--- src/rtl/draw_arbiter.sv ---
// Round-robin arbiter sharing one VGA draw datapath among four sprite requesters.
// Define DRAW_ARB_TIMEOUT_EN to build the WAIT watchdog (TIMEOUT cycles, sticky timeout_err).
module draw_arbiter #(
   parameter int TIMEOUT = 1024
) (
   input  logic        clk,
   input  logic        reset_n,
   input  logic [3:0]  req,
   input  logic [7:0]  req_op,
   input  logic [31:0] req_x,
   input  logic [27:0] req_y,
   output logic [3:0]  gnt,
   output logic [3:0]  ack,
   output logic        draw_start,
   output logic [1:0]  draw_op,
   output logic [7:0]  draw_x,
   output logic [6:0]  draw_y,
   input  logic        draw_done,
   output logic        busy,
   output logic        timeout_err
);

   typedef enum logic [1:0] {
      IDLE  = 2'd0,
      START = 2'd1,
      WAIT  = 2'd2,
      ACK   = 2'd3
   } state_t;

   state_t      r_state;
   state_t      w_next;
   logic [1:0]  r_ptr;
   logic [1:0]  r_idx;
   logic [3:0]  r_gnt;
   logic [1:0]  r_op;
   logic [7:0]  r_x;
   logic [6:0]  r_y;
   logic        w_selValid;
   logic [1:0]  w_selIdx;
   logic [1:0]  w_cand;
   logic [1:0]  w_selOp;
   logic [7:0]  w_selX;
   logic [6:0]  w_selY;
   logic        w_timeout;

   // Scan downward so the candidate closest to r_ptr is the last one written.
   always_comb begin
      w_selValid = 1'b0;
      w_selIdx   = r_ptr;
      w_cand     = r_ptr;
      for (int k = 3; k >= 0; k--) begin
         w_cand = r_ptr + 2'(k);
         if (req[w_cand]) begin
            w_selValid = 1'b1;
            w_selIdx   = w_cand;
         end
      end
   end

   always_comb begin
      w_selOp = req_op[1:0];
      w_selX  = req_x[7:0];
      w_selY  = req_y[6:0];
      case (w_selIdx)
         2'd0: begin
            w_selOp = req_op[1:0];
            w_selX  = req_x[7:0];
            w_selY  = req_y[6:0];
         end
         2'd1: begin
            w_selOp = req_op[3:2];
            w_selX  = req_x[15:8];
            w_selY  = req_y[13:7];
         end
         2'd2: begin
            w_selOp = req_op[5:4];
            w_selX  = req_x[23:16];
            w_selY  = req_y[20:14];
         end
         default: begin
            w_selOp = req_op[7:6];
            w_selX  = req_x[31:24];
            w_selY  = req_y[27:21];
         end
      endcase
   end

`ifdef DRAW_ARB_TIMEOUT_EN
   localparam int CntWidth = (TIMEOUT > 1) ? $clog2(TIMEOUT) : 1;

   logic [CntWidth-1:0] r_waitCnt;
   logic                r_err;

   // The counter idles at zero outside WAIT, so it is already clear on WAIT entry.
   always_ff @(posedge clk) begin
      if (!reset_n) begin
         r_waitCnt <= '0;
         r_err     <= 1'b0;
      end else begin
         if (r_state == WAIT) begin
            r_waitCnt <= r_waitCnt + 1'b1;
         end else begin
            r_waitCnt <= '0;
         end
         if (r_state == WAIT && w_timeout && !draw_done) begin
            r_err <= 1'b1;
         end
      end
   end

   assign w_timeout   = (r_waitCnt == CntWidth'(TIMEOUT - 1));
   assign timeout_err = r_err;
`else
   logic w_unusedTimeout;

   assign w_unusedTimeout = (TIMEOUT > 0);
   assign w_timeout       = 1'b0;
   assign timeout_err     = 1'b0;
`endif

   always_ff @(posedge clk) begin
      if (!reset_n) begin
         r_state <= IDLE;
      end else begin
         r_state <= w_next;
      end
   end

   always_comb begin
      w_next = r_state;
      case (r_state)
         IDLE: begin
            if (w_selValid) begin
               w_next = START;
            end
         end
         START: begin
            w_next = WAIT;
         end
         WAIT: begin
            if (draw_done || w_timeout) begin
               w_next = ACK;
            end
         end
         default: begin
            w_next = IDLE;
         end
      endcase
   end

   // Operands are captured only on the IDLE->START edge, once per grant.
   always_ff @(posedge clk) begin
      if (!reset_n) begin
         r_ptr <= 2'd0;
         r_idx <= 2'd0;
         r_gnt <= 4'b0000;
         r_op  <= 2'd0;
         r_x   <= 8'd0;
         r_y   <= 7'd0;
      end else begin
         case (r_state)
            IDLE: begin
               if (w_selValid) begin
                  r_idx <= w_selIdx;
                  r_gnt <= 4'b0001 << w_selIdx;
                  r_op  <= w_selOp;
                  r_x   <= w_selX;
                  r_y   <= w_selY;
               end
            end
            ACK: begin
               r_gnt <= 4'b0000;
               r_ptr <= r_idx + 2'd1;
            end
            default: begin
               r_gnt <= r_gnt;
            end
         endcase
      end
   end

   assign gnt        = r_gnt;
   assign ack        = (r_state == ACK) ? r_gnt : 4'b0000;
   assign draw_start = (r_state == START);
   assign busy       = (r_state != IDLE);
   assign draw_op    = r_op;
   assign draw_x     = r_x;
   assign draw_y     = r_y;

endmodule

--- config.mk ---
export PLATFORM = sky130hd
export DESIGN_NAME = draw_arbiter
export DESIGN_NICKNAME = d
export VERILOG_FILES = /design/src/rtl/draw_arbiter.sv
export SDC_FILE = /design/constraint.sdc
export NUM_CORES = 1
export LEC_CHECK = 0
export CORE_AREA = 4 4 81 64
export CTS_BUF_LIST = sky130_fd_sc_hd__clkbuf_4
export CTS_CLUSTER_SIZE = 12
export DETAILED_ROUTE_END_ITERATION = 10
export DIE_AREA = 0 0 85 68
export PLACE_DENSITY = 0.83
export SETUP_SLACK_MARGIN = 0.15
export SLEW_MARGIN = 10
export SYNTH_ARGS = -nofsm -noshare
export SYNTH_HDL_FRONTEND = slang
export SYNTH_SLANG_ARGS = --single-unit
--- constraint.sdc ---
create_clock -name clk -period 3.59 [get_ports clk]
set_input_delay 0.5385 -clock clk [delete_from_list [all_inputs] [get_ports clk]]
set_output_delay 0.5385 -clock clk [all_outputs]
set_load 0.01 [all_outputs]
==> key figures <==
Timing
  • Setup Skew: about 0.0088 ns
  • Max-slew violations: 0
  • Worst Max-Slew Pin Slew: ~0.52 ns
  • Hold Fails Final Rpt: 0
  • Tcrit/Tclk final: between 60% and 70%
  • Finish-stage setup viols: 0
  • Max-slew headroom: ~65%
  • Fin crit period: 2.47 ns
  • Unrepaired setup endpoints after global routing: no
  • Fmax: slightly above 400 MHz
  • Setup TNS: 0 ns

Synth
  • Top_reg_cell synth: dfxtp_1
  • Mean Syn Cell Area: between 10 and 15 sq um
  • Synth Instances: 168
  • Async SR Flop Fraction: 0%
  • Yosys warnings: 0
  • Number of flops mapped to enable cells by yosys: 0
  • Part of the Yosys area used for sequential elements: 31.6%
  • Synth Register Bits: 27
  • Count of cell types in the netlist: 40
  • Synthesized area: between 1500 and 2000 sq um
  • Mapped Nets: 247

Critical path
  • WP data arrival: ~2.7 ns
  • Crit path largest cell delay: between 0.5 and 0.6 ns
  • CP cell instances: clkdlybuf4s50_1 > and2b_1 > o21ai_1 > o211a_2 > buf_4 > mux2i_1 > o221ai_1
  • CP Class: primary input to register
  • Launch point of the worst reg-to-reg path: r_ptr[0]
  • Startpoint Class: primary input
  • CP Capture Type: register
  • Crit path launch: req[2]
  • Crit Path Max Fanout: 15
  • Crit-path slowest cell: clkdlybuf4s50_1
  • Critical Path RT: between 3 and 4 ns

Pwr
  • Leak: roughly 1 nW
  • Internal power: roughly 0.0009 W
  • Combinational share of power: 57.4%
  • Seq pwr share: between 30% and 40%
  • Sw Ratio: between 30 and 40%
  • Pwr dens: approximately 520 nW/um^2
  • Max rail drop VDD: approximately 0.00022 V
  • Clk network pwr share: about a tenth
  • Switching power: roughly 0.00054 W

Finish
  • Highest-count cells in the layout ignoring fill and taps: clkdlybuf4s50_1 (101), mux2i_1 (35), dfxtp_1 (27)
  • Area Overhead vs Synth: 60.3%
  • Util after Layout: 62.6%
  • Fin nets: approximately 350
  • Most common cell after layout, fill and taps aside: clkdlybuf4s50_1
  • Fraction of layout cells with a size suffix above 1: around a tenth
  • Antenna cells: 0
  • Number of fill cells: between 300 and 400

Detailed routing
  • Via Count: roughly 1,700
  • DRC Markers: 0
  • DR pass1 iterations: 4
  • Per-cell routed wire length: 14.6 microns
  • Iteration-0 DRC Markers: 83
  • Final WL: 4710 microns
  • DR vias/cell: 5.11
  • DRT antenna net count: 0

Place
  • GP Congestion: between 0.7 and 0.8
  • Detail Placement HPWL: roughly 3800 microns
  • PortBufs: between 100 and 150

CTS
  • Clk sinks: 27
  • Clock Pin Slew Worst Setup and Hold Paths: about 0.15 ns
  • Clock tree from TritonCTS: done
  • CTS Buf Count: 3
  • CTS Hold Buffers Added: 0
  • Clk buf depth: 2
  • Htree depth: 1
  • Clk_lat worst skew: around 0.33 ns
  • Setup Buffers After CTS: 0
  • Root Driver: clkbuf_4
  • Resized cells post-CTS: 0

Floorplanning
  • Initial Util: between 30% and 40%
  • Die Span X: 85 microns
  • Die extent in y: between 60 and 70 microns
  • I/O Pins: 103
  • Standard-cell row count: 21
  • Core Area: approximately 4400 sq um
  • DIE AREA: between 5000 and 6000 sq um

Global route
  • Largest net degree at the start of global routing: 18
  • Grt total ovfl: 0
  • Initial antenna violation count: 0
  • Vias in the first global route: between 1,500 and 2,000
  • Met2 Usage GRT: between 20% and 30%
  • Grt peak-use layer: met2
  • Global-route wire length before repair: 7350 microns
  • GRT Total Usage: between 10% and 20%
  • GR Util met1: between 10% and 20%
  • Met3 Resource Use GR: 6.74%

Job
  • Max Cap Viol: 0

Status
  • Run status: finished clean

Min path
  • Min-delay src: gnt[3]
  • Hold WC Path Type: register to register
## cell usage after synthesis (2+ instances only)
master,number,area [sq um]
and2b_1,2,15.0
mux2i_1,35,350
buf_2,2,10.0
inv_2,2,7.51
a211oi_1,2,15.0
nand2_1,20,75.1
and2_1,5,31.3
o221ai_1,6,52.6
o21a_1,2,15.0
inv_1,5,18.8
a21oi_1,4,20.0
o221ai_2,11,165
a32oi_1,2,17.5
buf_6,4,45.0
nor2_1,12,45.0
ha_1,4,50.1
dfxtp_1,27,541
## registers in the layout (all words and copies together) (netlist names)
| register | cells |
|---|---|
| draw_op | 2 |
| gnt | 4 |
| draw_y | 7 |
| r_ptr | 2 |
| r_state | 2 |
| r_idx | 2 |
| draw_x | 8 |
## cell type report
| class | count | area [sq um] | area share (%) |
|---|---|---|---|
| Multi-Input combinational cell | 124 | 1040 | 38.0 |
| Clock buffer | 4 | 30.0 | 1.09 |
| Sequential cell | 27 | 541 | 19.7 |
| Tap cell | 57 | 71.3 | 2.60 |
| Inverter | 7 | 26.3 | 0.957 |
| Timing Repair Buffer | 104 | 1030 | 37.6 |
## final timing paths
kind / end / slack, ns / depth (start not counted)
min: gnt[3] / 0.48 / 2
min reg2reg: gnt[3] / 0.48 / 2
max reg2reg: draw_x[1] / 1.51 / 6
max: draw_x[1] / 1.12 / 7
## routing by layer
metal	vias to the layer above	wire length (microns)
li1	824	-
met1	749	1940
met2	76	2210
met3	2	537
met4	0	20
met5	-	0
## through the flow
stage / total power (W) / instances / setup WS (ns) / instance area (sq um) / hold slack, ns
2_1_floorplan: 0.000973 / 168 / 1.79 / 1710 / 0.458
3_3_place_gp: 0.00130 / 319 / 0.838 / 2720 / 0.444
3_5_place_dp: 0.00131 / 319 / 0.747 / 2720 / 0.448
4_1_cts: 0.00145 / 323 / 1.12 / 2750 / 0.481
5_1_grt: 0.00155 / 323 / 0.999 / 2750 / 0.511
6_report: 0.00144 / 323 / 1.12 / 2750 / 0.479
## cell families after synthesis
logic type,Yosys count,synth area share [%]
buffers and inverters,17,7.45
muxes,35,20.5
other,1,0.219
and+or+nand+nor,48,14.5
adders and majority gates,4,2.92
xor gates and xnor gates,1,0.511
DFF,27,31.6
AOI/OAI and AO/OA,35,22.4
## critical path: cells and delay by family
| family | cells | cell delay [ns] |
|---|---|---|
| AND/OR/NAND/NOR | 1 | 0.24 |
| AO/OA/AOI/OAI | 3 | 0.76 |
| multiplexers | 1 | 0.24 |
| buffers and inverters | 2 | 0.90 |
## power groups by stage
stage,clock network (W),registers [W],logic [W]
global route,0.000165,0.000482,0.000900
floorplan,0,0.000510,0.000462
global placement,0,0.000474,0.000825
detailed placement,0,0.000476,0.000833
CTS,0.000148,0.000470,0.000836
finish,0.000142,0.000470,0.000825
(Power assumes the default switching activity.)
